File: src/rtl/fetch_unit_pkg.sv
// -----------------------------------------------------------------------------
// fetch_pkg
// Shared constants for the instruction-fetch front end.
//   PS_*  : PC-select encodings presented by decode on the consume cycle.
//   ST_*  : fetch FSM state encodings.
// -----------------------------------------------------------------------------
package fetch_pkg;

    // PC-select codes
    localparam logic [1:0] PS_HOLD = 2'b00;  // keep ir_pc and halt
    localparam logic [1:0] PS_INC  = 2'b01;  // ir_pc + INC
    localparam logic [1:0] PS_REG  = 2'b10;  // absolute register target
    localparam logic [1:0] PS_REL  = 2'b11;  // ir_pc + (sext(imm) << SHIFT)

    // FSM states
    localparam logic [1:0] ST_FETCH      = 2'b00;  // request outstanding at pc
    localparam logic [1:0] ST_FULL       = 2'b01;  // instruction buffered for decode
    localparam logic [1:0] ST_HALT       = 2'b10;  // stopped until resume or flush
    localparam logic [1:0] ST_FLUSH_WAIT = 2'b11;  // draining a request made before a flush

endpackage

File: src/rtl/fetch_unit_if.sv
// -----------------------------------------------------------------------------
// fetch_unit_if
// Bundles the two handshakes of the fetch stage:
//   imem_*  : request to instruction memory (req/addr out, data/valid back)
//   ir_*    : buffered instruction offered to decode (valid/data/pc out, ready back)
// Modports:
//   master : the fetch unit
//   slave  : the memory + decode side
// -----------------------------------------------------------------------------
interface fetch_unit_if #(
    parameter int ADDR_W  = 64,
    parameter int INSTR_W = 32
);
    logic               imem_req;
    logic [ADDR_W-1:0]  imem_addr;
    logic [INSTR_W-1:0] imem_data;
    logic               imem_valid;

    logic               ir_valid;
    logic               ir_ready;
    logic [INSTR_W-1:0] ir_data;
    logic [ADDR_W-1:0]  ir_pc;

    modport master (
        output imem_req, imem_addr,
        input  imem_data, imem_valid,
        output ir_valid, ir_data, ir_pc,
        input  ir_ready
    );

    modport slave (
        input  imem_req, imem_addr,
        output imem_data, imem_valid,
        input  ir_valid, ir_data, ir_pc,
        output ir_ready
    );
endinterface

File: src/rtl/fetch_unit_next_pc.sv
// -----------------------------------------------------------------------------
// fetch_next_pc
// Combinational next-PC selection.
//   ps         in  2-bit PC select (fetch_pkg::PS_*)
//   ir_pc      in  address of the instruction being consumed
//   reg_target in  absolute jump target
//   branch_imm in  signed relative offset, scaled by << SHIFT
//   next_pc    out selected next PC (modulo 2^ADDR_W)
// -----------------------------------------------------------------------------
module fetch_next_pc
    import fetch_pkg::*;
#(
    parameter int ADDR_W = 64,
    parameter int IMM_W  = 26,
    parameter int SHIFT  = 2,
    parameter int INC    = 4
) (
    input  logic [1:0]        ps,
    input  logic [ADDR_W-1:0] ir_pc,
    input  logic [ADDR_W-1:0] reg_target,
    input  logic [IMM_W-1:0]  branch_imm,
    output logic [ADDR_W-1:0] next_pc
);
    logic [ADDR_W-1:0] imm_ext;
    logic [ADDR_W-1:0] seq_pc;
    logic [ADDR_W-1:0] rel_pc;

    // Size-casting a signed operand replicates bit IMM_W-1 into the upper bits.
    assign imm_ext = ADDR_W'($signed(branch_imm));
    assign seq_pc  = ir_pc + ADDR_W'(INC);
    assign rel_pc  = ir_pc + (imm_ext << SHIFT);

    always_comb begin
        // NOTE: assigning a default before the case keeps every path driven, so no latch is inferred.
        next_pc = ir_pc;
        case (ps)
            PS_INC:  next_pc = seq_pc;
            PS_REG:  next_pc = reg_target;
            PS_REL:  next_pc = rel_pc;
            default: next_pc = ir_pc;
        endcase
    end
endmodule

File: src/rtl/fetch_unit.sv
// -----------------------------------------------------------------------------
// fetch_unit
// Clocked instruction-fetch stage: holds the PC, issues requests to a
// variable-latency instruction memory, buffers one instruction for decode and
// selects the next PC when decode consumes it. Supports halt/resume, an
// external flush/redirect and a retired-instruction counter.
//   clock, reset  single rising-edge clock, asynchronous active-high reset
//   bus           fetch_unit_if.master: imem request/response + ir handshake
//   ps            PC select, sampled on consume
//   reg_target    absolute target for PS_REG
//   branch_imm    relative offset for PS_REL
//   flush         redirect pulse to flush_pc (beats everything but reset)
//   resume        leave HALT
//   halted        high while in HALT
//   retire_count  number of consumed instructions (wraps)
// -----------------------------------------------------------------------------
module fetch_unit
    import fetch_pkg::*;
#(
    parameter int                ADDR_W   = 64,
    parameter int                INSTR_W  = 32,
    parameter int                IMM_W    = 26,
    parameter int                SHIFT    = 2,
    parameter int                INC      = 4,
    parameter logic [ADDR_W-1:0] RESET_PC = '0,
    parameter int                CNT_W    = 32
) (
    input  logic              clock,
    input  logic              reset,
    fetch_unit_if.master      bus,
    input  logic [1:0]        ps,
    input  logic [ADDR_W-1:0] reg_target,
    input  logic [IMM_W-1:0]  branch_imm,
    input  logic              flush,
    input  logic [ADDR_W-1:0] flush_pc,
    input  logic              resume,
    output logic              halted,
    output logic [CNT_W-1:0]  retire_count
);
    if (IMM_W + SHIFT > ADDR_W) begin : g_param_check
        $error("fetch_unit: IMM_W + SHIFT must not exceed ADDR_W");
    end

    logic [1:0]         state_q, state_d;
    logic [ADDR_W-1:0]  pc_q, pc_d;
    logic [ADDR_W-1:0]  stale_q, stale_d;   // address still owed a response after a flush
    logic               ir_valid_q, ir_valid_d;
    logic [INSTR_W-1:0] ir_data_q, ir_data_d;
    logic [ADDR_W-1:0]  ir_pc_q, ir_pc_d;
    logic [CNT_W-1:0]   cnt_q, cnt_d;
    logic [ADDR_W-1:0]  next_pc;
    logic               consume;

    fetch_next_pc #(
        .ADDR_W (ADDR_W),
        .IMM_W  (IMM_W),
        .SHIFT  (SHIFT),
        .INC    (INC)
    ) u_next_pc (
        .ps         (ps),
        .ir_pc      (ir_pc_q),
        .reg_target (reg_target),
        .branch_imm (branch_imm),
        .next_pc    (next_pc)
    );

    assign consume = ir_valid_q & bus.ir_ready;

    always_comb begin
        state_d    = state_q;
        pc_d       = pc_q;
        stale_d    = stale_q;
        ir_valid_d = ir_valid_q;
        ir_data_d  = ir_data_q;
        ir_pc_d    = ir_pc_q;
        cnt_d      = cnt_q;
        case (state_q)
            ST_FETCH: begin
                if (flush) begin
                    // A response arriving with the flush is simply dropped; otherwise
                    // the memory still owes one for the old address, so wait it out.
                    pc_d = flush_pc;
                    if (!bus.imem_valid) begin
                        stale_d = pc_q;
                        state_d = ST_FLUSH_WAIT;
                    end
                end else if (bus.imem_valid) begin
                    ir_data_d  = bus.imem_data;
                    ir_pc_d    = pc_q;
                    ir_valid_d = 1'b1;
                    state_d    = ST_FULL;
                end
            end
            ST_FULL: begin
                if (flush) begin
                    ir_valid_d = 1'b0;
                    pc_d       = flush_pc;
                    state_d    = ST_FETCH;
                end else if (consume) begin
                    cnt_d      = cnt_q + CNT_W'(1);
                    ir_valid_d = 1'b0;
                    pc_d       = next_pc;
                    state_d    = (ps == PS_HOLD) ? ST_HALT : ST_FETCH;
                end
            end
            ST_HALT: begin
                if (flush) begin
                    ir_valid_d = 1'b0;
                    pc_d       = flush_pc;
                    state_d    = ST_FETCH;
                end else if (resume) begin
                    state_d = ST_FETCH;
                end
            end
            ST_FLUSH_WAIT: begin
                if (flush) begin
                    pc_d = flush_pc;
                end
                if (bus.imem_valid) begin
                    state_d = ST_FETCH;
                end
            end
            default: state_d = ST_FETCH;
        endcase
    end

    always_ff @(posedge clock or posedge reset) begin
        if (reset) begin
            state_q    <= ST_FETCH;
            pc_q       <= RESET_PC;
            stale_q    <= '0;
            ir_valid_q <= 1'b0;
            ir_data_q  <= '0;
            ir_pc_q    <= '0;
            cnt_q      <= '0;
        end else begin
            // NOTE: non-blocking assignments make every register see pre-edge values, independent of statement order.
            state_q    <= state_d;
            pc_q       <= pc_d;
            stale_q    <= stale_d;
            ir_valid_q <= ir_valid_d;
            ir_data_q  <= ir_data_d;
            ir_pc_q    <= ir_pc_d;
            cnt_q      <= cnt_d;
        end
    end

    assign bus.imem_req  = (state_q == ST_FETCH) || (state_q == ST_FLUSH_WAIT);
    assign bus.imem_addr = (state_q == ST_FLUSH_WAIT) ? stale_q : pc_q;
    assign bus.ir_valid  = ir_valid_q;
    assign bus.ir_data   = ir_data_q;
    assign bus.ir_pc     = ir_pc_q;
    assign halted        = (state_q == ST_HALT);
    assign retire_count  = cnt_q;
endmodule

File: src/flat_wrapper.sv
// flat-port wrapper written by rule: the top's interface ports become plain ports
module fetch_unit_flat import fetch_pkg::*;
#(
    parameter int                ADDR_W   = 64,
    parameter int                INSTR_W  = 32,
    parameter int                IMM_W    = 26,
    parameter int                SHIFT    = 2,
    parameter int                INC      = 4,
    parameter logic [ADDR_W-1:0] RESET_PC = '0,
    parameter int                CNT_W    = 32
)
  (clock, reset, ps, reg_target, branch_imm, flush, flush_pc, resume, halted, retire_count, bus_imem_req, bus_imem_addr, bus_imem_data, bus_imem_valid, bus_ir_valid, bus_ir_data, bus_ir_pc, bus_ir_ready);
  fetch_unit_if #(.ADDR_W(ADDR_W), .INSTR_W(INSTR_W)) bus_i ();
  input  logic clock;
  input  logic reset;
  input  logic [1:0] ps;
  input  logic [ADDR_W-1:0] reg_target;
  input  logic [IMM_W-1:0] branch_imm;
  input  logic flush;
  input  logic [ADDR_W-1:0] flush_pc;
  input  logic resume;
  output logic halted;
  output logic [CNT_W-1:0] retire_count;
  output wire logic [$bits(bus_i.imem_req)-1:0] bus_imem_req;
  output wire logic [$bits(bus_i.imem_addr)-1:0] bus_imem_addr;
  input wire logic [$bits(bus_i.imem_data)-1:0] bus_imem_data;
  input wire logic [$bits(bus_i.imem_valid)-1:0] bus_imem_valid;
  output wire logic [$bits(bus_i.ir_valid)-1:0] bus_ir_valid;
  output wire logic [$bits(bus_i.ir_data)-1:0] bus_ir_data;
  output wire logic [$bits(bus_i.ir_pc)-1:0] bus_ir_pc;
  input wire logic [$bits(bus_i.ir_ready)-1:0] bus_ir_ready;
  assign bus_imem_req = bus_i.imem_req;
  assign bus_imem_addr = bus_i.imem_addr;
  assign bus_i.imem_data = bus_imem_data;
  assign bus_i.imem_valid = bus_imem_valid;
  assign bus_ir_valid = bus_i.ir_valid;
  assign bus_ir_data = bus_i.ir_data;
  assign bus_ir_pc = bus_i.ir_pc;
  assign bus_i.ir_ready = bus_ir_ready;
  fetch_unit #(.ADDR_W(ADDR_W), .INSTR_W(INSTR_W), .IMM_W(IMM_W), .SHIFT(SHIFT), .INC(INC), .RESET_PC(RESET_PC), .CNT_W(CNT_W)) u_core (.clock(clock), .reset(reset), .bus(bus_i), .ps(ps), .reg_target(reg_target), .branch_imm(branch_imm), .flush(flush), .flush_pc(flush_pc), .resume(resume), .halted(halted), .retire_count(retire_count));
endmodule
File: config.mk
export PLATFORM = sky130hd
export DESIGN_NAME = fetch_unit_flat
export DESIGN_NICKNAME = d
export VERILOG_FILES = /design/src/rtl/fetch_unit_pkg.sv /design/src/rtl/fetch_unit_if.sv /design/src/rtl/fetch_unit_next_pc.sv /design/src/rtl/fetch_unit.sv /design/src/flat_wrapper.sv
export SDC_FILE = /design/constraint.sdc
export NUM_CORES = 1
export LEC_CHECK = 0
export ABC_AREA = 1
export CELL_PAD_IN_SITES_DETAIL_PLACEMENT = 0
export CELL_PAD_IN_SITES_GLOBAL_PLACEMENT = 1
export CORE_MARGIN = 3
export CORE_UTILIZATION = 33
export DETAILED_ROUTE_END_ITERATION = 8
export PLACE_DENSITY_LB_ADDON = 0.05
export SYNTH_ARGS = -nofsm -noshare
export SYNTH_HDL_FRONTEND = slang
export SYNTH_SLANG_ARGS = --single-unit
File: constraint.sdc
create_clock -name clock -period 7.7 [get_ports clock]
set_input_delay 0.77 -clock clock [delete_from_list [all_inputs] [get_ports clock]]
set_output_delay 0.77 -clock clock [all_outputs]
set_load 0.02 [all_outputs]
==> summary.md, run 1 <==
| Metric | Value |
|---|---|
| First drt pass iteration count | 8 |
| Synthesis-to-layout area growth | 31.3% |
| Max-cap violation count | 0 |
| Core Area | 51700 µm² |
| Row count | 83 |
| CTS Root Cell | clkbuf_16 |
| Slowest CP cell | nor2_4 |
| CTS tree | done |
| Reg clk slew, reported paths | ~0.06 ns |
| Number of buffers added on ports | 388 |
| Slew Viols, Final | 0 |
| Hold depth | 1 |
| Nature of the critical path startpoint | input port |
| Post-Synthesis Net Count | between 2000 and 3000 |
| Crit end category | flop |
| DP Area | 21900 µm² |
| Yosys warns | 0 |
| Die height | between 200 and 250 µm |
| Full die area | ~56000 µm² |
| Commonest non-fill, non-tap cell in the layout | nand2_1 |
| Post-synthesis cell area | 17400 µm² |
| HP Class | flop to flop |
| Sequential share of the synthesized area | a little under two fifths |
| Max Fclk | between 0.2 and 0.25 GHz |
| Number of synthesized register bits | 259 |
| CTS resizes | 0 |
| Later-pin clock latency in the skew report | 0.55 ns |
| Maximum clock path buffer count | 3 |
| Rel. slew slack | 26.2% |
| Post-CTS Setup Inserts | 0 |
| Async SR Flop Fraction | 100% |
| Crit path cell chain | buf_2 -> buf_4 -> nand2_2 -> nor2_4 -> buf_4 -> ha_1 -> inv_1 -> nor2_1 -> nand2_1 -> nor2_1 -> nand2_1 -> nor2_1 -> nand2_1 -> nand3_1 -> nand2_1 -> nand3_1 -> nand2_1 -> nand2_1 -> nand2_1 |
| CTS sink cnt | 259 |
| Leak pwr | 10.9 nW |
| Final instance area | around 23000 µm² |
| CTS H-tree lvls | 1 |
| Initial core utilization | about a third |
| Part of the cycle the worst path needs | 58.1% |
| Fin. Hold Viols | 0 |
| CP peak stage delay | 0.79 ns |
| Global route total overflow | 0 |
| NumNets Final | 3174 |
| Total CTS buffers | 28 |
| Initial DRC Count | 1763 |
| Most frequent cells in the layout | nand2_1, clkdlybuf4s50_1, inv_1 |
| Setup TNS | 0 ns |
| Final Wtd Congestion | approximately 0.94 |
| Final cell count without fillers | 3657 |
| Worst-path fanout max | 34 |
| Bufs and invs on worst path | 4 |
| Share of layout cells above drive strength 1 | under 10% |
| RSZ-0062 raised after global routing | no |
| Routed len/inst | 21.9 µm |
| Largest net degree at the start of global routing | between 150 and 200 |
| Top cell type's share of synthesized area | 37.2% |
| Pwr Density | 344 nW/µm² |
| Cell count along the critical path | 19 |
| Die width | around 240 µm |
| Final setup violating endpoints | 0 |
| Initial antenna violation count | 13 |
| Average vias per placed instance | 5.19 |
| Slew @ Worst Pin | roughly 1.1 ns |
| Worst Path Arrival | between 4 and 5 ns |
| VDD IR max | 0.000251 V |
| Critical path's top delay family | simple AND/OR/NAND/NOR gates |
| Unique cell type count in the Yosys netlist | 45 |
| DRT antenna net count | 0 |
| Hold_buf cts | 0 |
| Post-layout util | 44.2% |
| Largest area contributor in the netlist | dfrtp_1 |
| Cells after DPL | 3597 |
| Crit path top cell by count | nand2_1 |
| First-pass GRT wire length | 119000 µm |
| EDFF count, synth | 0 |
| Reg2Reg Depth | 17 |
| Post-DP HPWL | 63500 µm |
| Fin Clk Skew | 0.0136 ns |
| Crit path required time | 8.13 ns |
| Power, Total | 7.86 mW |
| Total routed wirelength | 80000 µm |
| Vias in the first global route | 18600 |
| Status | complete, no violations |
| Area contributors post-synth | dfrtp_1, nand2_1, o21ai_0 |
| Ys flop type | dfrtp_1 |
| IO Count | 389 |
| Via count | 19000 |
| Mapped Avg Cell Area | ~6.6 µm² |
| Remaining DRCs | 0 |
| Cell count after synthesis | around 2600 |
| Final min period | 4.47 ns |
| Total GRT Usage | 27.9% |
| Critical path class | input port to flop |
-- final cells by class --
cell class	instances	area, µm²
Fill cell	5429	28900
Clock inverter	12	138
Multi-Input combinational cell	1935	9340
Timing Repair Buffer	405	4010
Tap cell	680	851
Clock buffer	37	806
Antenna cell	11	27.5
Sequential cell	259	6480
Inverter	318	1200
-- kinds of logic (layout without fill, tap and decap cells) --
family | Yosys count | count (layout) | share of synthesized area [%]
xor gates and xnor gates | 32 | 32 | 1.61
AOI/OAI and AO/OA | 470 | 470 | 15.6
adders and majority gates | 33 | 33 | 2.42
other | 0 | 11 | 0
buffers and inverters | 425 | 772 | 9.39
muxes | 32 | 32 | 2.07
DFF | 259 | 259 | 37.2
and+or+nand+nor | 1368 | 1368 | 31.7
-- through the flow --
stage | setup WS [ns] | hold slack (ns)
after floorplan | 3.52 | 0.449
after global placement | 2.72 | 0.461
after detailed placement | 2.74 | 0.465
after CTS | 3.31 | 0.476
after global routing | 3.04 | 0.492
final | 3.23 | 0.470
-- final timing paths --
kind / start / end / slack [ns]
min in group asynchronous: reset / u_core.retire_count[0] / 0.85
setup reg to reg: u_core.bus.ir_pc[2] / u_core.pc_q[62] / 4.34
hold reg to reg: u_core.retire_count[31] / u_core.retire_count[31] / 0.47
max in group asynchronous: reset / u_core.bus.ir_data[18] / 5.12
setup / recovery: ps[0] / u_core.pc_q[62] / 3.23
hold / removal: u_core.retire_count[31] / u_core.retire_count[31] / 0.47
-- Yosys cell counts (2+ instances only) --
| cell | count |
|---|---|
| mux2_2 | 32 |
| nand4_1 | 47 |
| o21ai_0 | 267 |
| a41oi_1 | 26 |
| a41o_1 | 3 |
| buf_1 | 10 |
| nor3_1 | 11 |
| nor2_1 | 198 |
| or2_2 | 4 |
| inv_1 | 310 |
| nor4_1 | 8 |
| a31oi_1 | 2 |
| buf_2 | 10 |
| nor2_2 | 8 |
| dfrtp_1 | 259 |
| o21bai_1 | 8 |
| clkbuf_1 | 83 |
| o21ai_1 | 10 |
| inv_2 | 8 |
| o211ai_1 | 21 |
| nand3_1 | 117 |
| a221oi_1 | 32 |
| xnor2_1 | 11 |
| a21o_1 | 2 |
| xor2_1 | 21 |
| a22oi_1 | 2 |
| a21oi_2 | 3 |
| ha_1 | 32 |
| o22ai_1 | 7 |
| nand2_2 | 7 |
| nand3b_1 | 2 |
| o2111ai_1 | 4 |
| nand2_1 | 961 |
| a21oi_1 | 80 |
| buf_6 | 3 |
-- flip-flops by register name (all words and copies together) (netlist names) --
name                 count
u_core.bus.ir_data      32
u_core.bus.ir_pc        64
u_core.bus.ir_valid      1
u_core.pc_q             64
u_core.retire_count     32
u_core.stale_q          64
u_core.state_q           2
-- worst register-to-register path, cell delays in order, from the launching register on --
cell     delay, ns
dfrtp_1       0.52
ha_1          0.32
inv_1         0.08
fa_1          0.35
inv_1         0.12
nand3_1       0.08
nand3_1       0.18
nand4_1       0.14
nand3_1       0.33
nand2_1       0.13
nand2_1       0.18
nand2_1       0.16
nand3_1       0.13
nand2_1       0.06
nand3_1       0.17
nand2_1       0.14
nand2_1       0.09
nand2_1       0.06
-- per-layer routing --
| layer | global-route usage, % | wire length, µm | up-vias |
|---|---|---|---|
| li1 | - | - | 9128 |
| met1 | 40.0 | 37000 | 9069 |
| met2 | 41.9 | 34300 | 688 |
| met3 | 6.19 | 6360 | 103 |
| met4 | 8.31 | 2210 | 8 |
| met5 | 0 | 61 | - |
-- power breakdown --
| part | total, mW | internal, mW | switching, mW |
|---|---|---|---|
| clock | 1.39 | 0.830 | 0.559 |
| sequential | 2.49 | 1.88 | 0.613 |
| combinational | 3.98 | 1.49 | 2.49 |
No activity file was read; power rests on OpenSTA's default activity.
==> run 2, diff against run 1 <==
Clock period 7.7 ns to 3.85 ns, I/O delays scaled along.
==> run 2 against run 1 <==
Worst hold slack got worse by 0.11 ns. Clock-buffer cell count rose by 4. Clock skew rose by 0.0040 ns. Largest cell class unchanged. Critical path type unchanged. Highest routed layer unchanged.
==> summary.md, run 2 (synthesis gave the netlist of run 1 again) <==
| Metric | Value |
|---|---|
| CTS H-tree lvls | 1 |
| Maximum clock path buffer count | 3 |
| HP Class | input port to asynchronous set/reset pin |
| IO Count | 389 |
| Internal | 8.59 mW |
| FF-to-FF End | u_core.pc_q[59] |
| Initial DRC Count | 1806 |
| CTS tree | done |
| Reg-to-reg setup timing slack | ~0.63 ns |
| Cell count along the critical path | 20 |
| Nature of the critical path startpoint | input port |
| Via count | 19200 |
| Slowest CP cell | clkdlybuf4s50_1 |
| Commonest non-fill, non-tap cell in the layout | nand2_1 |
| Pre-CTS setup slack | 0.0861 ns |
| Total routed wirelength | a little over 80000 µm |
| Synthesis-to-layout area growth | 33.5% |
| Slew Viols, Final | 0 |
| Vias in the first global route | 18300 |
| First-pass GRT wire length | 120000 µm |
| Core Area | about 52000 µm² |
| DRT antenna net count | 0 |
| Leak pwr | 11.2 nW |
| Pwr Density | 691 nW/µm² |
| Worst Path Arrival | 3.77 ns |
| Remaining DRCs | 0 |
| Total CTS buffers | 30 |
| Most frequent cells in the layout | nand2_1, clkdlybuf4s50_1, inv_1 |
| VDD IR max | roughly 0.00042 V |
| Reg2Reg Depth | 16 |
| Max Fclk | 0.301 GHz |
| Post-DP HPWL | 65500 µm |
| R2r startpoint | u_core.bus.ir_pc[10] |
| Total GRT Usage | 28.3% |
| Initial core utilization | 33.6% |
| Setup TNS | 0 ns |
| Global route total overflow | 0 |
| Full die area | ~56000 µm² |
| CP endpoint | u_core.pc_q[59] |
| Post-CTS Setup Inserts | 0 |
| Crit end category | flop |
| Number of buffers added on ports | 388 |
| Hold WS | 0.363 ns |
| Final Wtd Congestion | 1.02 |
| Crit path from | ps[1] |
| Critical path class | input port to flop |
| Crit path cell chain | clkdlybuf4s50_1 -> nand2_2 -> buf_12 -> nor2_1 -> ha_1 -> nand2_1 -> nor2_1 -> nand3_1 -> nand2_1 -> nand2_1 -> nand3_1 -> nand2_1 -> nand2_1 -> nand2_1 -> nand2_1 -> nand2_1 -> nand3_1 -> nand2_1 -> nand2_1 -> nand2_1 |
| Rel. slew slack | 51.4% |
| PnR worst setup slack | 0.526 ns |
| Fin Clk Skew | about 0.018 ns |
| CTS sink cnt | 259 |
| Final instance area | 23200 µm² |
| Routed len/inst | 22.1 µm |
| Part of the cycle the worst path needs | 86.3% |
| FILL cells | 5446 |
| Average vias per placed instance | about 5.2 |
| Hold_buf cts | 0 |
| CTS Root Cell | clkbuf_16 |
| Crit path required time | around 4.3 ns |
| Share of layout cells above drive strength 1 | 5.66% |
| Power share of the clock group | 18.2% |
| Bufs and invs on worst path | 2 |
| Largest net degree at the start of global routing | 120 |
| Slew @ Worst Pin | 0.729 ns |
| Final setup violating endpoints | 0 |
| Sw Ratio | 46.5% |
| Reg power frac | a little under a third |
| Critical path's top delay family | simple AND/OR/NAND/NOR gates |
| Worst-path fanout max | 25 |
| NumNets Final | around 3200 |
| Status | complete, no violations |
| Part of the power in combinational logic | between 50% and 60% |
| Final min period | between 3 and 4 ns |
| CP peak stage delay | 0.43 ns |
| Die width | roughly 240 µm |
| Fin. Hold Viols | 0 |
| CTS resizes | 0 |
| Max-cap violation count | 0 |
| RSZ-0062 raised after global routing | no |
| Initial antenna violation count | 13 |
| Later-pin clock latency in the skew report | 0.57 ns |
| Die height | roughly 240 µm |
| Sw power | approximately 7.5 mW |
| Row count | 83 |
| Crit path top cell by count | nand2_1 |
| First drt pass iteration count | 5 |
| Reg clk slew, reported paths | 0.06 ns |
| DP Area | between 20000 and 25000 µm² |
| Power, Total | roughly 16 mW |
## run 2: cell count changes in the layout (fill, tap and decap cells not counted)
cell,previous run,this run
diode_2,11,4
clkinv_2,8,7
clkbuf_16,29,31
clkbuf_8,5,7
buf_4,16,39
buf_12,1,9
inv_6,0,2
bufinv_16,3,2
## run 2: cell type report
| class | count | area, µm² | area share, % |
|---|---|---|---|
| Antenna cell | 4 | 10.0 | 0.0431 |
| Clock buffer | 41 | 883 | 3.80 |
| Clock inverter | 12 | 120 | 0.517 |
| Inverter | 318 | 1200 | 5.16 |
| Multi-Input combinational cell | 1935 | 9340 | 40.2 |
| Sequential cell | 259 | 6480 | 27.9 |
| Tap cell | 680 | 851 | 3.66 |
| Timing Repair Buffer | 436 | 4350 | 18.7 |
## run 2: power groups by stage
stage	registers [mW]	logic, mW	clock network, mW
4_1_cts	4.91	8.15	2.99
2_1_floorplan	5.06	3.80	0
5_1_grt	5.06	8.86	3.09
3_3_place_gp	4.93	8.08	0
3_5_place_dp	4.96	8.10	0
6_report	4.98	8.16	2.92
## run 2: tightest hold or removal path, cell delays in order
cell,delay (ns)
clkdlybuf4s50_1,0.44
clkinvlp_4,0.14
buf_4,0.38
## run 2: routing by layer
metal / vias up / GRT usage, % / wire (µm)
met5: - / 0 / 156
met4: 22 / 5.35 / 1490
met3: 96 / 7.17 / 7250
met2: 687 / 42.8 / 35100
met1: 9244 / 41.1 / 37600
li1: 9186 / - / -
## run 2: how the worst min path moves through the flow
stage               slack (ns)                    start                      end
floorplan                 0.45          u_core.pc_q[37]          u_core.pc_q[37]
global placement          0.46  u_core.retire_count[31]  u_core.retire_count[31]
detailed placement        0.46          u_core.pc_q[52]          u_core.pc_q[52]
CTS                       0.36                    reset     u_core.bus.ir_pc[32]
global route              0.40                    reset       u_core.stale_q[32]
finish                    0.36                    reset      u_core.bus.ir_valid
## run 2: per-stage QoR
stage / cells / utilization, %
3_5_place_dp: 3628 / 43.0
4_1_cts: 3681 / 44.9
2_1_floorplan: 2619 / -
5_1_grt: 3681 / 44.9
3_3_place_gp: 3628 / 43.0
6_report: 3685 / 44.9
